File: src/rtl/ide_ppi_sequencer.sv
// ide_ppi_sequencer: strobe timing controller for the 8255 PPI on the IDE/CF
// port window, with CPU wait-state generation and read data capture.
module ide_ppi_sequencer #(
    parameter int unsigned SETUP_CYC  = 2,
    parameter int unsigned STROBE_CYC = 4,
    parameter int unsigned HOLD_CYC   = 2,
    parameter int unsigned RECOV_CYC  = 2
) (
    input  logic       clock,
    input  logic       reset,
    input  logic       ppi_cs,
    input  logic [1:0] address,
    input  logic       ioread,
    input  logic       iowrite,
    input  logic [7:0] cpu_dout,
    input  logic [7:0] ppi_din,
    output logic [1:0] ppi_a,
    output logic       ppi_cs_n,
    output logic       ppi_rd_n,
    output logic       ppi_wr_n,
    output logic [7:0] ppi_dout,
    output logic       ppi_doe,
    output logic [7:0] cpu_din,
    output logic       wait_req,
    output logic       busy
);

    typedef enum logic [2:0] {
        S_IDLE,
        S_SETUP,
        S_STROBE,
        S_HOLD,
        S_DONE,
        S_RECOVER
    } state_e;

    localparam logic [3:0] SETUP_LD  = 4'(SETUP_CYC - 1);
    localparam logic [3:0] STROBE_LD = 4'(STROBE_CYC - 1);
    localparam logic [3:0] HOLD_LD   = 4'(HOLD_CYC - 1);
    localparam logic [3:0] RECOV_LD  = 4'(RECOV_CYC - 1);

    localparam bit PARAMS_OK =
        (SETUP_CYC  >= 1) && (SETUP_CYC  <= 15) &&
        (STROBE_CYC >= 1) && (STROBE_CYC <= 15) &&
        (HOLD_CYC   >= 1) && (HOLD_CYC   <= 15) &&
        (RECOV_CYC  >= 1) && (RECOV_CYC  <= 15);

    state_e     state_q, state_d;
    logic [3:0] cnt_q, cnt_d;
    logic       cs_q;
    logic       wr_q, wr_d;
    logic       pend_q, pend_d;
    logic [1:0] a_q, a_d;
    logic [7:0] dout_q, dout_d;
    logic [7:0] din_q, din_d;

    logic start;
    logic active;
    logic cnt_zero;

    assign start    = ppi_cs & ~cs_q & (ioread | iowrite);
    assign cnt_zero = (cnt_q == 4'd0);

    always_comb begin
        state_d = state_q;
        cnt_d   = cnt_q;
        wr_d    = wr_q;
        pend_d  = pend_q;
        a_d     = a_q;
        dout_d  = dout_q;
        din_d   = din_q;

        unique case (state_q)
            S_IDLE: begin
                if (start) begin
                    a_d     = address;
                    dout_d  = cpu_dout;
                    wr_d    = iowrite;
                    state_d = S_SETUP;
                    cnt_d   = SETUP_LD;
                end
            end
            S_SETUP: begin
                if (cnt_zero) begin
                    state_d = S_STROBE;
                    cnt_d   = STROBE_LD;
                end else begin
                    cnt_d = cnt_q - 4'd1;
                end
            end
            S_STROBE: begin
                if (cnt_zero) begin
                    if (!wr_q) begin
                        din_d = ppi_din;
                    end
                    state_d = S_HOLD;
                    cnt_d   = HOLD_LD;
                end else begin
                    cnt_d = cnt_q - 4'd1;
                end
            end
            S_HOLD: begin
                if (cnt_zero) begin
                    state_d = S_DONE;
                end else begin
                    cnt_d = cnt_q - 4'd1;
                end
            end
            S_DONE: begin
                if (!ppi_cs) begin
                    state_d = S_RECOVER;
                    cnt_d   = RECOV_LD;
                end
            end
            S_RECOVER: begin
                // Queue an access that arrives while the 8255 recovers.
                if (start) begin
                    a_d    = address;
                    dout_d = cpu_dout;
                    wr_d   = iowrite;
                    pend_d = 1'b1;
                end
                if (cnt_zero) begin
                    if (pend_q || start) begin
                        state_d = S_SETUP;
                        cnt_d   = SETUP_LD;
                        pend_d  = 1'b0;
                    end else begin
                        state_d = S_IDLE;
                    end
                end else begin
                    cnt_d = cnt_q - 4'd1;
                end
            end
            default: begin
                state_d = S_IDLE;
            end
        endcase
    end

    always_ff @(posedge clock) begin
        if (reset) begin
            state_q <= S_IDLE;
            cnt_q   <= 4'd0;
            // Treat the chip select as already seen so a held
            // ppi_cs does not restart an access after reset.
            cs_q    <= 1'b1;
            wr_q    <= 1'b0;
            pend_q  <= 1'b0;
            a_q     <= 2'd0;
            dout_q  <= 8'd0;
            din_q   <= 8'd0;
        end else begin
            state_q <= state_d;
            cnt_q   <= cnt_d;
            cs_q    <= ppi_cs;
            wr_q    <= wr_d;
            pend_q  <= pend_d;
            a_q     <= a_d;
            dout_q  <= dout_d;
            din_q   <= din_d;
        end
    end

    always_ff @(posedge clock) begin
        assert (PARAMS_OK);
    end

    assign active = (state_q == S_SETUP)
                  | (state_q == S_STROBE)
                  | (state_q == S_HOLD);

    assign ppi_cs_n = ~active;
    assign ppi_rd_n = ~((state_q == S_STROBE) & ~wr_q);
    assign ppi_wr_n = ~((state_q == S_STROBE) & wr_q);
    assign ppi_doe  = active & wr_q;
    assign ppi_a    = a_q;
    assign ppi_dout = dout_q;
    assign cpu_din  = din_q;
    assign busy     = (state_q != S_IDLE);

    assign wait_req = ((state_q == S_IDLE) & start)
                    | active
                    | pend_q
                    | ((state_q == S_RECOVER) & start);

endmodule

File: config.mk
export PLATFORM = sky130hd
export DESIGN_NAME = ide_ppi_sequencer
export DESIGN_NICKNAME = d
export VERILOG_FILES = /design/src/rtl/ide_ppi_sequencer.sv
export SDC_FILE = /design/constraint.sdc
export NUM_CORES = 1
export LEC_CHECK = 0
export BUFFER_PORTS_ARGS = -buffer_cell sky130_fd_sc_hd__buf_2
export CORE_MARGIN = 2
export CORE_UTILIZATION = 43
export DETAILED_ROUTE_END_ITERATION = 10
export PLACE_DENSITY = 0.7
export SYNTH_ARGS = -nofsm -noshare
export SYNTH_HDL_FRONTEND = slang
export SYNTH_SLANG_ARGS = --single-unit
File: constraint.sdc
create_clock -name clock -period 3.64 [get_ports clock]
set_clock_uncertainty 0.1 [all_clocks]
set_input_delay 0.364 -clock clock [delete_from_list [all_inputs] [get_ports clock]]
set_output_delay 0.364 -clock clock [all_outputs]
set_load 0.05 [all_outputs]
==> results.sh <==
export IMPL_synth_top_cell_by_area="sky130_fd_sc_hd__dfxtp_1"
export IMPL_globalRoute_totalOverflow=0
export IMPL_grt_max_degree=30
export IMPL_number_of_global_route_vias_before_repair=986
export IMPL_initial_utilization_pct=44.79
export IMPL_track_usage_pct=15.33
export IMPL_maximum_clock_insertion_buffer_count=2
export IMPL_clock_sink_count=28
export IMPL_antenna_diode_count=0
export IMPL_detailedRoute_firstPassIterationCount=4
export IMPL_netlist_top_cells_area="sky130_fd_sc_hd__dfxtp_1, sky130_fd_sc_hd__mux2i_1, sky130_fd_sc_hd__nor2_1"
export IMPL_cts_reportedPaths_clkPinSlew_ns=0.15
export IMPL_power_switching_fraction_pct=45.02
export IMPL_yosys_cell_types_count=40
export IMPL_syn_cell_area_sq_um=1345
export IMPL_combPwrFrac_pct=49.7
export IMPL_final_hold_violation_count=0
export IMPL_synth_warnings=0
export IMPL_dr_first_iter_drc_count=19
export IMPL_layout_nets=205
export IMPL_drt_drc_violations_left=0
export IMPL_cp_capture_type="output pin"
export IMPL_detail_route_vias_per_cell=5.090
export IMPL_yosysSeqAreaShare_pct=41.67
export IMPL_vias=1079
export IMPL_floorplan_die_width_microns=59.93
export IMPL_cellInternalPower_mw=0.6724
export IMPL_timing_final_crit_share_pct=76.51
export IMPL_synth_fp_nets=162
export IMPL_share_seq_of_total_power_pct=33.8
export IMPL_synthMostInstantiatedCell="sky130_fd_sc_hd__dfxtp_1"
export IMPL_root_buffer="sky130_fd_sc_hd__clkbuf_4"
export IMPL_vdd_ir_drop_max_v=0.0002853
export IMPL_total_power_mw=1.223
export IMPL_cap_violations=0
export IMPL_hpwlAfterDp_microns=2037
export IMPL_synth_top_cells_by_count="sky130_fd_sc_hd__dfxtp_1, sky130_fd_sc_hd__nor2_1, sky130_fd_sc_hd__mux2i_1"
export IMPL_antenna_found_initial=0
export IMPL_yosys_area_top_type_share_pct=41.67
export IMPL_critical_path_peak_fanout=12
export IMPL_synthCells=137
export IMPL_startpoint_type_of_the_worst_setup_path="flop"
export IMPL_post_route_min_period_ns=2.785
export IMPL_antenna_violating_nets_post_route=0
export IMPL_postSynth_asyncResetShare_pct=0
export IMPL_io_pin_count=47
export IMPL_maxSlewViolCount=0
export IMPL_fp_dieH_microns=59.93
export IMPL_hold_ws_ns=0.1577
export IMPL_r2r_slack_ns=1.56
export IMPL_holdCritPathClass="in2reg"
export IMPL_max_freq_mhz=359.1
export IMPL_clk_insertion_delay_late_ns=0.32
export IMPL_flip_flop_and_latch_count_after_synthesis=28
export IMPL_design_die_area_sq_um=3592
export IMPL_tritoncts="built"
export IMPL_n_fill_cell=290
export IMPL_synth_edf_count=0
export IMPL_cts_buffers=3
export IMPL_rsz_0062_raised_after_global_routing="false"
export IMPL_tightest_slew_ns=0.5446
export IMPL_rows=20
export IMPL_h_tree_levels=1
export IMPL_post_cts_buffers=0
export IMPL_drive_gt1_share_pct=34.64
export IMPL_setup_tns_final_ns=0
export IMPL_share_clk_of_total_power_pct=16.5
export IMPL_worst_ep_arrival_time_ns=2.32
export IMPL_place_inst=208
export IMPL_ys_dominant_reg_cell="sky130_fd_sc_hd__dfxtp_1"
export IMPL_worstSetupPathType="reg2out"
export IMPL_first_pass_grt_wire_length_microns=4202
export IMPL_area_growth_syn_to_fin_pct=19.16
export IMPL_worst_ep_required_time_ns=3.18
export IMPL_status="completed"
export IMPL_route_detailed_wl_per_inst_microns=12.76
export IMPL_total_switching_power_mw=0.5506
export IMPL_final_gp_congestion=0.7913
export IMPL_power_per_cell_area_nw_per_um2=763.0
export IMPL_ctsResizeCount=0
export IMPL_io_buffers=46
export IMPL_avgSynthCellArea_sq_um=9.818
export IMPL_relSlewSlack_pct=63.69
export IMPL_hold_buffers=0
export IMPL_fp_coreArea_sq_um=3003
export IMPL_stdcell_count=212
export IMPL_timing_final_setup_violations=0
export IMPL_route_final_wire_length_microns=2705
export IMPL_cellLeakagePower_nw=0.7512
==> through the flow <==
step                utilization (%)  setup WS, ns  instance area (sq um)
finish                        53.37        0.8550                   1603
global route                  53.37        0.6603                   1603
CTS                           53.37        0.8583                   1603
detailed placement            51.63         1.257                   1550
global placement              51.63         1.349                   1550
floorplan                         -         1.659                   1345
==> final cells by class <==
type,count,area (sq um),area share (%)
Timing Repair Buffer,46,230.2,14.36
Inverter,4,15.01,0.9368
Clock inverter,1,30.03,1.874
Tap cell,33,41.29,2.576
Multi-Input combinational cell,97,703.2,43.87
Clock buffer,3,22.52,1.405
Sequential cell,28,560.5,34.97
==> state kept, by name, summed over array words and instances, names as in the netlist <==
signal / flops
cs_q: 1
state_q: 3
ppi_dout: 8
pend_q: 1
cnt_q: 4
cpu_din: 8
wr_q: 1
ppi_a: 2
==> worst max-delay path, stage by stage, from the launching register on <==
cell and delay [ns]:
sky130_fd_sc_hd__dfxtp_1 0.57, sky130_fd_sc_hd__nor2b_1 0.34, sky130_fd_sc_hd__nand2_1 0.15, sky130_fd_sc_hd__a21boi_4 0.49, sky130_fd_sc_hd__or3_1 0.18, sky130_fd_sc_hd__buf_2 0.25
==> path summary, 6_finish.rpt <==
| path | cells past startpoint | start | to |
|---|---|---|---|
| max | 5 | state_q[2] | wait_req |
| min | 2 | ppi_cs | cs_q |
| max reg2reg | 5 | state_q[2] | wr_q |
| min reg2reg | 2 | ppi_dout[4] | ppi_dout[4] |
==> routing by layer <==
layer  GRT usage [%]  part of all wire [%]  vias up
li1                -                     -      548
met1           18.83                    45      504
met2           26.09                    51       25
met3           2.381                   3.6        2
met4           6.984                  0.85        0
met5               0                     0        -
==> kinds of logic (layout without fill, tap and decap cells) <==
logic type	Yosys count	count (layout)	synth area share (%)
compound gates	22	22	12.84
xor+xnor	1	1	0.6513
flops	28	28	41.67
simple gates	51	51	20.84
buf+inv	12	54	6.046
mux	21	21	16.09
fa+ha+maj	2	2	1.860
==> power by group through the flow <==
stage | clock network, mW | registers [mW] | logic (mW)
finish | 0.202 | 0.413 | 0.608
global route | 0.225 | 0.422 | 0.648
CTS | 0.209 | 0.413 | 0.613
detailed placement | 0 | 0.419 | 0.612
global placement | 0 | 0.415 | 0.603
floorplan | 0 | 0.466 | 0.466
==> placed cells by master (no fill, tap or decap), drive strengths merged <==
| cell type | instances |
|---|---|
| buf | 46 |
| dfxtp | 28 |
| nor2 | 27 |
| mux2i | 19 |
| a21oi | 8 |
| nand2 | 5 |
| nand2b | 5 |
| inv | 4 |
| o21a | 3 |
| clkbuf | 3 |
| or3 | 3 |
| a31oi | 3 |
| nor3b | 3 |
| o21ai | 3 |
| nor2b | 2 |
| nor3 | 2 |
| ha | 2 |
| a311oi | 2 |
| mux2 | 2 |
| and2 | 1 |
| a21boi | 1 |
| or2 | 1 |
| xor2 | 1 |
| o221a | 1 |
| or3b | 1 |
| nand3b | 1 |
| a211o | 1 |
| bufinv | 1 |
(Power assumes the default switching activity.)
